===== src/rtl/muldiv_unit.sv =====
// muldiv_unit: multi-cycle MULT/MULTU/DIV/DIVU unit that owns the HI/LO registers.
// Each RUN cycle does one shift-add or restoring-divide step on operand magnitudes; FIN applies the sign fix.
module muldiv_unit #(
    parameter int W = 32
) (
    input  logic         CLK,
    input  logic         RST,
    input  logic         start,
    input  logic [1:0]   op,
    input  logic [W-1:0] opa,
    input  logic [W-1:0] opb,
    input  logic         hi_wen,
    input  logic         lo_wen,
    input  logic [W-1:0] wdat,
    output logic         busy,
    output logic         done,
    output logic [W-1:0] hi,
    output logic [W-1:0] lo
);
    localparam int CW = (W > 1) ? $clog2(W) : 1;

    typedef enum logic [1:0] {S_IDLE, S_RUN, S_FIN, S_DONE} state_t;

    state_t         state_q,    state_d;
    logic [CW-1:0]  count_q,    count_d;
    logic [2*W-1:0] acc_q,      acc_d;      // mul: {partial, multiplier}; div: {remainder, dividend->quotient}
    logic [W-1:0]   m_q,        m_d;        // multiplicand magnitude, or divisor magnitude
    logic           is_div_q,   is_div_d;
    logic           neg_res_q,  neg_res_d;
    logic           neg_rem_q,  neg_rem_d;
    logic           div_zero_q, div_zero_d;
    logic [W-1:0]   hi_q,       hi_d;
    logic [W-1:0]   lo_q,       lo_d;
    logic           busy_q,     busy_d;
    logic           done_q,     done_d;

    logic           signed_op;
    logic [W-1:0]   abs_a, abs_b;
    logic [W:0]     mul_sum, div_rem, div_diff;
    logic [2*W-1:0] prod_fix;
    logic [W-1:0]   quo_fix, rem_fix;

    // Datapath arithmetic shared by the FSM below.
    always_comb begin
        signed_op = op[0];
        abs_a     = (signed_op && opa[W-1]) ? ~opa + W'(1) : opa;
        abs_b     = (signed_op && opb[W-1]) ? ~opb + W'(1) : opb;
        mul_sum   = {1'b0, acc_q[2*W-1:W]} + (acc_q[0] ? {1'b0, m_q} : '0);
        div_rem   = {acc_q[2*W-1:W], acc_q[W-1]};
        div_diff  = div_rem - {1'b0, m_q};
        prod_fix  = neg_res_q ? ~acc_q + (2*W)'(1) : acc_q;
        // With a zero divisor the remainder path already reproduces the raw dividend.
        quo_fix   = div_zero_q ? '1 : (neg_res_q ? ~acc_q[W-1:0] + W'(1) : acc_q[W-1:0]);
        rem_fix   = neg_rem_q ? ~acc_q[2*W-1:W] + W'(1) : acc_q[2*W-1:W];
    end

    always_comb begin
        // NOTE: every _d gets a default first so no branch leaves it unassigned and infers a latch.
        state_d    = state_q;
        count_d    = count_q;
        acc_d      = acc_q;
        m_d        = m_q;
        is_div_d   = is_div_q;
        neg_res_d  = neg_res_q;
        neg_rem_d  = neg_rem_q;
        div_zero_d = div_zero_q;
        hi_d       = hi_q;
        lo_d       = lo_q;

        case (state_q)
            S_IDLE: begin
                if (hi_wen) hi_d = wdat;
                if (lo_wen) lo_d = wdat;
                if (start) begin
                    state_d    = S_RUN;
                    count_d    = '0;
                    is_div_d   = op[1];
                    neg_res_d  = signed_op && (opa[W-1] ^ opb[W-1]);
                    neg_rem_d  = signed_op && opa[W-1];
                    div_zero_d = (opb == '0);
                    m_d        = op[1] ? abs_b : abs_a;
                    acc_d      = {{W{1'b0}}, (op[1] ? abs_a : abs_b)};
                end
            end
            S_RUN: begin
                if (is_div_q) begin
                    if (!div_diff[W]) acc_d = {div_diff[W-1:0], acc_q[W-2:0], 1'b1};
                    else              acc_d = {div_rem[W-1:0],  acc_q[W-2:0], 1'b0};
                end else begin
                    acc_d = {mul_sum, acc_q[W-1:1]};
                end
                count_d = count_q + CW'(1);
                if (count_q == CW'(W - 1)) begin
                    state_d = S_FIN;
                    count_d = '0;
                end
            end
            S_FIN: begin
                if (is_div_q) begin
                    hi_d = rem_fix;
                    lo_d = quo_fix;
                end else begin
                    hi_d = prod_fix[2*W-1:W];
                    lo_d = prod_fix[W-1:0];
                end
                state_d = S_DONE;
            end
            default: state_d = S_IDLE;
        endcase

        busy_d = (state_d == S_RUN) || (state_d == S_FIN);
        done_d = (state_d == S_DONE);
    end

    always_ff @(posedge CLK) begin
        // NOTE: non-blocking assignments so every flop samples the pre-edge _d values together.
        if (RST) begin
            state_q    <= S_IDLE;
            count_q    <= '0;
            acc_q      <= '0;
            m_q        <= '0;
            is_div_q   <= 1'b0;
            neg_res_q  <= 1'b0;
            neg_rem_q  <= 1'b0;
            div_zero_q <= 1'b0;
            hi_q       <= '0;
            lo_q       <= '0;
            busy_q     <= 1'b0;
            done_q     <= 1'b0;
        end else begin
            state_q    <= state_d;
            count_q    <= count_d;
            acc_q      <= acc_d;
            m_q        <= m_d;
            is_div_q   <= is_div_d;
            neg_res_q  <= neg_res_d;
            neg_rem_q  <= neg_rem_d;
            div_zero_q <= div_zero_d;
            hi_q       <= hi_d;
            lo_q       <= lo_d;
            busy_q     <= busy_d;
            done_q     <= done_d;
        end
    end

    assign busy = busy_q;
    assign done = done_q;
    assign hi   = hi_q;
    assign lo   = lo_q;
endmodule


===== config.mk =====
export PLATFORM = sky130hd
export DESIGN_NAME = muldiv_unit
export DESIGN_NICKNAME = d
export VERILOG_FILES = /design/src/rtl/muldiv_unit.sv
export SDC_FILE = /design/constraint.sdc
export NUM_CORES = 1
export LEC_CHECK = 0
export BUFFER_PORTS_ARGS = -buffer_cell sky130_fd_sc_hd__buf_4
export CELL_PAD_IN_SITES_DETAIL_PLACEMENT = 1
export CELL_PAD_IN_SITES_GLOBAL_PLACEMENT = 1
export CORE_ASPECT_RATIO = 0.6
export CORE_MARGIN = 5
export CORE_UTILIZATION = 44
export DETAILED_ROUTE_END_ITERATION = 6
export PLACE_DENSITY = 0.78
export SETUP_SLACK_MARGIN = 0.02
export SLEW_MARGIN = 20
export SYNTH_ARGS = -nofsm -noshare
export SYNTH_HDL_FRONTEND = slang
export SYNTH_SLANG_ARGS = --single-unit

===== constraint.sdc =====
create_clock -name CLK -period 4.66 [get_ports CLK]
set_input_delay 0.233 -clock CLK [delete_from_list [all_inputs] [get_ports CLK]]
set_output_delay 0.233 -clock CLK [all_outputs]
set_load 0.01 [all_outputs]

==> results of run 1 <==
==> registers in the layout (all words and copies together) (netlist names) <==
signal	flops
acc_q	64
busy	1
neg_res_q	1
lo	32
done	1
hi	32
is_div_q	1
div_zero_q	1
m_q	32
state_q	2
count_q	5
neg_rem_q	1
==> cell usage in the layout (no fill, tap or decap), drive strengths merged, types with 13 or more instances in the layout <==
master	Yosys	routed
nor2	223	223
buf	11	204
nand2	201	201
a21oi	185	185
dfxtp	173	173
o21ai	153	153
xnor2	93	93
mux2i	80	80
xor2	75	75
ha	70	70
inv	62	68
a211oi	61	61
nor3	54	54
nand3	34	34
o211ai	28	28
o221ai	27	27
o31ai	25	25
o22ai	24	24
a21o	24	24
and2	19	19
nand2b	19	19
clkbuf	127	18
o41ai	18	18
a31oi	17	17
a22oi	17	17
nor2b	16	16
or3	15	15
or4	15	15
nor4	13	13
==> worst min-delay path by stage <==
stage	end	start	slack (ps)	depth (start not counted)
floorplan	hi[5]	wdat[5]	380	2
global placement	hi[24]	hi[24]	430	2
detailed placement	m_q[6]	m_q[6]	450	2
CTS	hi[5]	wdat[5]	50	3
global route	hi[1]	wdat[1]	90	3
finish	hi[5]	wdat[5]	60	3
==> per-stage QoR <==
step           total power, W  setup slack (ps)  area, um2  util [%]  hold WS (ps)
2_1_floorplan         0.00270              1290      14600         -           384
3_3_place_gp          0.00326               618      16200      49.7           432
3_5_place_dp          0.00332               455      16200      49.7           447
4_1_cts               0.00474               427      16800      51.4          48.2
5_1_grt               0.00496               181      16800      51.4          90.2
6_report              0.00480               277      16800      51.4          64.3
==> logic make-up (layout without fill, tap and decap cells) <==
| kind of cell | count (synthesis) | after routing | synth area share (%) |
|---|---|---|---|
| flops | 173 | 173 | 23.7 |
| fa+ha+maj | 72 | 72 | 6.27 |
| xor+xnor | 168 | 168 | 10.1 |
| simple gates | 662 | 662 | 20.9 |
| mux | 83 | 83 | 5.71 |
| compound gates | 645 | 645 | 28.1 |
| buf+inv | 200 | 298 | 5.26 |
==> area by class of cell <==
| class | count | area (um2) |
|---|---|---|
| tap | 450 | 563 |
| fill | 4115 | 15800 |
| multi-input combinational | 1630 | 10400 |
| sequential | 173 | 3460 |
| clock buffer | 18 | 429 |
| timing repair buffer | 204 | 1540 |
| clock inverter | 14 | 146 |
| inverter | 62 | 233 |
==> where the power goes <==
part	internal, W	switching, W
Clock	0.000713	0.000729
Sequential	0.00159	0.000136
Combinational	0.000593	0.00104
Total	0.00289	0.00190
==> worst register-to-register path, stage by stage, from the launching register on <==
cell and delay (ps):
dfxtp_1 550, inv_1 160, fa_1 480, nand2b_1 200, a21oi_1 470, o2111a_1 280, a211oi_1 80, a211oi_1 640
or3_1 410, and2_1 240, buf_12 250, mux2_2 380, o221ai_1 150
==> routing by layer <==
metal / wire (um) / track usage (%) / vias up
li1: - / - / 7438
met4: 827 / 5.86 / 2
met5: 13 / 0 / -
met1: 30700 / 51.3 / 8104
met2: 25700 / 46.5 / 756
met3: 7020 / 8.24 / 53
==> results.txt, run 1 <==
status - finished, final reports clean
slowest cell on the critical path - a211oi_1
fin crit share - 94.1%
initial antenna violation count - 2
worst-path maximum fanout - 32
Synth area leader - dfxtp_1
Initial Util - 44.8%
crit-path most repeated cell - a211oi_1
total grt overflow - 0
root buffer cell - clkbuf_16
pwr dens - 286 nW/um2
cell with the most instances after synthesis - nor2_1
area of the core - 32600 um2
Clock Sinks - 173
Final Hold Fails - 0
Remaining DRCs - 0
crit path launch type - flop
worst hold path class - in2reg
worst skew pair latency - 460 ps
share of the yosys chip area belonging to registers - 23.7%
Max Cap Viol - 0
routability congestion estimate from global placement - 0.973
Final min period - 4380 ps
Yosys top cell area share - 23.7%
vias in the first global route - 15600
Clock Path Buffers - 2
Die Wd - 245 um
post-DP HPWL - 51.3 mm
Syn Inst Count - 2003
Setup crit end kind - flop
Mapped Area - 14600 um2
crit path to - acc_q[32]
max-slew violations - 0
Syn Nets - 2178
IO buf count - 168
Max Clock Skew - 23.1 ps
largest net degree at the start of global routing - 80
number of cells on the critical path - 12
TNS Setup - 0 ps
WS Path Type - reg2reg
Crit path required time - 5020 ps
top_reg_cell synth - dfxtp_1
routed len/inst - 25.2 um
Final setup viols - 0
I/O pin cnt - 169
die height - 151 um
Async SR Flop Fraction - 0%
worst vdd ir - 0.257 mV
DRT Wirelength - 64.3 mm
first-pass GRT wire length - 95.3 mm
layout net count - 2263
CP max stage delay - 640 ps
H-tree depth - 4
Setup crit start - acc_q[32]
R2R Setup Slk - 280 ps
post-synth cell types - 69
synth top area cells - dfxtp_1, a21oi_1, ha_1
fmax - 228 MHz
Antenna Cells - 0
max_slew headroom - 34.4%
CTS tree - yes
mean post-synth cell area - 7.29 um2
postcts setup bufs - 0
Commonest cells post-synth - nor2_1, nand2_1, a21oi_1
Post-CTS Resized - 0
CTS buffer count - 17
clock-pin slew of the registers on the worst-case setup and hold paths - 80 ps
critical-path cell list - inv_1 > fa_1 > nand2b_1 > a21oi_1 > o2111a_1 > a211oi_1 > a211oi_1 > or3_1 > and2_1 > buf_12 > mux2_2 > o221ai_1
worst reg2reg path depth - 12
RR Startpoint - acc_q[32]
Tot GR Track Use - 33.2%
proportion of layout cells with a drive suffix above 1 - 12.7%
Buffers & Inverters on Critical Path - 2
router iterations before antenna repair - 5
dpl cells - 2519
crit path DAT - 4740 ps
RSZ-0062 raised after global routing - false
R2R Path End - acc_q[32]
Vias/cell - 6.41
1st-iter DRT viols - 1741
Hold-fix buffers, CTS - 0
fin cells - 2551
Post-synth EDFFs - 0
synthesis-to-layout area growth - 14.8%
CP top delay family - compound AO/OA/AOI/OAI gates
die area - 37100 um2
LEAKAGE - 6.74 nW
Post-DRT Antenna Nets - 0
Seq cells post-synth - 173
row cnt - 51
Ys Warns - 0
vias after detailed routing - 16400
Slew @ Worst Pin - 971 ps
(Power assumes the default switching activity.)
==> run 2, diff against run 1 <==
--- a/config.mk
+++ b/config.mk
@@ -9,10 +9,9 @@
 export CELL_PAD_IN_SITES_DETAIL_PLACEMENT = 1
 export CELL_PAD_IN_SITES_GLOBAL_PLACEMENT = 1
 export CORE_ASPECT_RATIO = 0.6
-export CORE_MARGIN = 5
 export CORE_UTILIZATION = 44
 export DETAILED_ROUTE_END_ITERATION = 6
-export PLACE_DENSITY = 0.78
+export PLACE_DENSITY = 0.9
 export SETUP_SLACK_MARGIN = 0.02
 export SLEW_MARGIN = 20
 export SYNTH_ARGS = -nofsm -noshare
==> run 2 against run 1 <==
  * Sequential power is essentially flat
  * Non-clock buffer count grew 3
  * Flip-flop and latch count is the same
  * Total power grew 3.1%
  * Cell count shrank 0.90%
  * Critical endpoint is now acc_q[58]
  * Largest cell class unchanged
  * Largest power group unchanged
==> results.txt, run 2 (synthesis gave the netlist of run 1 again) <==
Place WS - 282 ps (-173 ps)
clock share of power - 31.7% (+1.6 points)
Slew @ Worst Pin - 989 ps (+18.1 ps)
post-DP HPWL - 51.3 mm (about the same)
Die Wd - 237 um (-3.3%)
vias in the first global route - 15900 (+2.2%)
Max Clock Skew - 14.6 ps (-8.49 ps)
I/O pin cnt - 169 (unchanged)
first-pass GRT wire length - 98.0 mm (+2.8%)
Flop pwr share - 34.8% (-1.1 points)
TNS Setup - 0 ps (unchanged)
CP max stage delay - 740 ps (+100 ps)
Largest register FFs - 64 (unchanged)
Antenna Cells - 0 (unchanged)
worst vdd ir - 0.301 mV (+17%)
clock-pin slew of the registers on the worst-case setup and hold paths - 80 ps (about the same)
LEAKAGE - 6.77 nW (+0.51%)
Max Cap Viol - 0 (unchanged)
1st-iter DRT viols - 2395 (+38%)
worst hold start - wdat[5]
die height - 143 um (-5.3%)
fin crit share - 95.9% (+1.8 points)
worst-path maximum fanout - 8 (-75%)
root buffer cell - clkbuf_16
area of the core - 32500 um2 (-0.20%)
H-tree depth - 4 (unchanged)
crit-path most repeated cell - o21ai_0
pwr dens - 294 nW/um2 (+2.9%)
max_slew headroom - 33.9% (-0.46 points)
placement-stage cell area - 16200 um2 (-0.17%)
row cnt - 51 (unchanged)
status - finished, final reports clean
Setup crit end kind - flop
crit path DAT - 4870 ps (+130 ps)
design area - 16800 um2 (+0.16%)
total grt overflow - 0 (unchanged)
Clock Path Buffers - 2 (unchanged)
Final min period - 4470 ps (+85.5 ps)
CTS tree - yes
Vias/cell - 6.68 (+4.2%)
Psw - 0.00194 W (+1.6%)
die area - 34000 um2 (-8.4%)
WS Path Type - reg2reg
crit path launch type - flop
Final setup viols - 0 (unchanged)
worst hold path class - in2reg
Clock Sinks - 173 (unchanged)
Final Hold Fails - 0 (unchanged)
commonest non-fill, non-tap cell in the layout - nor2_1
RR Startpoint - acc_q[0]
slowest cell on the critical path - a2111oi_0
worst skew pair latency - 480 ps (+20 ps)
RSZ-0062 raised after global routing - false
routability congestion estimate from global placement - 1.07 (+9.8%)
Tot Pwr - 0.00494 W (+3.1%)
IO buf count - 168 (unchanged)
Initial Util - 44.9% (+0.088 points)
routed len/inst - 26.0 um (+3.2%)
Post-DRT Antenna Nets - 0 (unchanged)
router iterations before antenna repair - 6 (+1)
Tot GR Track Use - 38.1% (+4.9 points)
max-slew violations - 0 (unchanged)
Remaining DRCs - 0 (unchanged)
Net Sw Frac - 39.2% (-0.55 points)
commonest cells after routing, fill and taps aside - nor2_1, buf_4, nand2_1
P_int - 0.00301 W (+4.0%)
Most flops, register - acc_q
fin cells - 2528 (-0.90%)
fmax - 224 MHz (-1.9%)
Comb pwr share - 33.5% (-0.5 points)
layout net count - 2266 (+0.13%)
critical-path cell list - clkinvlp_4 > nor2_1 > ha_1 > o21a_1 > a211oi_1 > o211ai_1 > a2111oi_0 > buf_4 > nor3_1 > o41ai_1 > xnor2_1 > o21ai_0 > o21ai_0
largest net degree at the start of global routing - 72 (-10%)
CTS buffer count - 17 (unchanged)
DRT Wirelength - 65.8 mm (+2.3%)
vias after detailed routing - 16900 (+3.3%)
Setup crit start - acc_q[0]
Crit path required time - 5070 ps (+50 ps)
initial antenna violation count - 2 (unchanged)
dpl cells - 2495 (-0.95%)
synthesis-to-layout area growth - 15.0%
final worst slack - 191 ps (-85.5 ps)
proportion of layout cells with a drive suffix above 1 - 12.9% (+0.22 points)
run 2: changes by cell type in the layout (fill, tap and decap cells not counted):
| cell | change |
|---|---|
| buf_4 | +4 |
| bufinv_16 | +2 |
| buf_12 | -1 |
| nor2b_2 | +1 |
| nor2b_1 | -1 |
| clkinv_4 | -1 |
| inv_8 | -2 |
| inv_6 | +1 |
| clkbuf_8 | +1 |
| inv_1 | -1 |
run 2: what timing repair did:
item | in CTS | in global routing
hold buffers | 0 | 0
setup buffers | 0 | 1
setup endpoints to repair | 0 | 1
resized for setup | 0 | 1
run 2: power groups by stage:
stage / sequential (W) / combinational, W / clock (W)
after floorplan: 0.00170 / 0.000995 / 0
after CTS: 0.00171 / 0.00159 / 0.00156
after detailed placement: 0.00175 / 0.00157 / 0
after global placement: 0.00174 / 0.00152 / 0
after global routing: 0.00173 / 0.00175 / 0.00162
final: 0.00172 / 0.00165 / 0.00157
run 2: area by class of cell:
cell class	instances	area [um2]
Clock buffer	19	443
Clock inverter	13	176
Fill cell	4127	15700
Inverter	62	236
Multi-Input combinational cell	1630	10400
Sequential cell	173	3460
Tap cell	424	531
Timing Repair Buffer	207	1550
run 2: per-layer routing:
layer  vias up  GRT usage, %  wire length (um)
met5         -             0                12
met4         2          12.3              2060
met3       145          10.6              8300
met2      1032          52.8             25800
met1      8277          55.8             29600
li1       7436             -                 -
run 2: worst paths after layout:
check,slack [ps],cells after the start,endpoint
worst min-delay path,60,3,hi[5]
worst max-delay path,190,13,acc_q[58]
worst max register to register,190,13,acc_q[58]
worst min register to register,460,2,lo[29]
run 2: metrics by stage:
step | hold WS, ps | utilization, %
6_report | 55.4 | 51.6
3_3_place_gp | 443 | 49.7
4_1_cts | 36.4 | 51.6
3_5_place_dp | 447 | 49.7
2_1_floorplan | 384 | -
5_1_grt | 50.4 | 51.6
run 2: critical path: cells and delay by family (launching register included):
kind / cells / cell delay (ps)
DFF: 1 / 590
xor gates and xnor gates: 1 / 170
and+or+nand+nor: 2 / 290
buffers and inverters: 2 / 590
AOI/OAI and AO/OA: 7 / 2430
adders and majority gates: 1 / 310
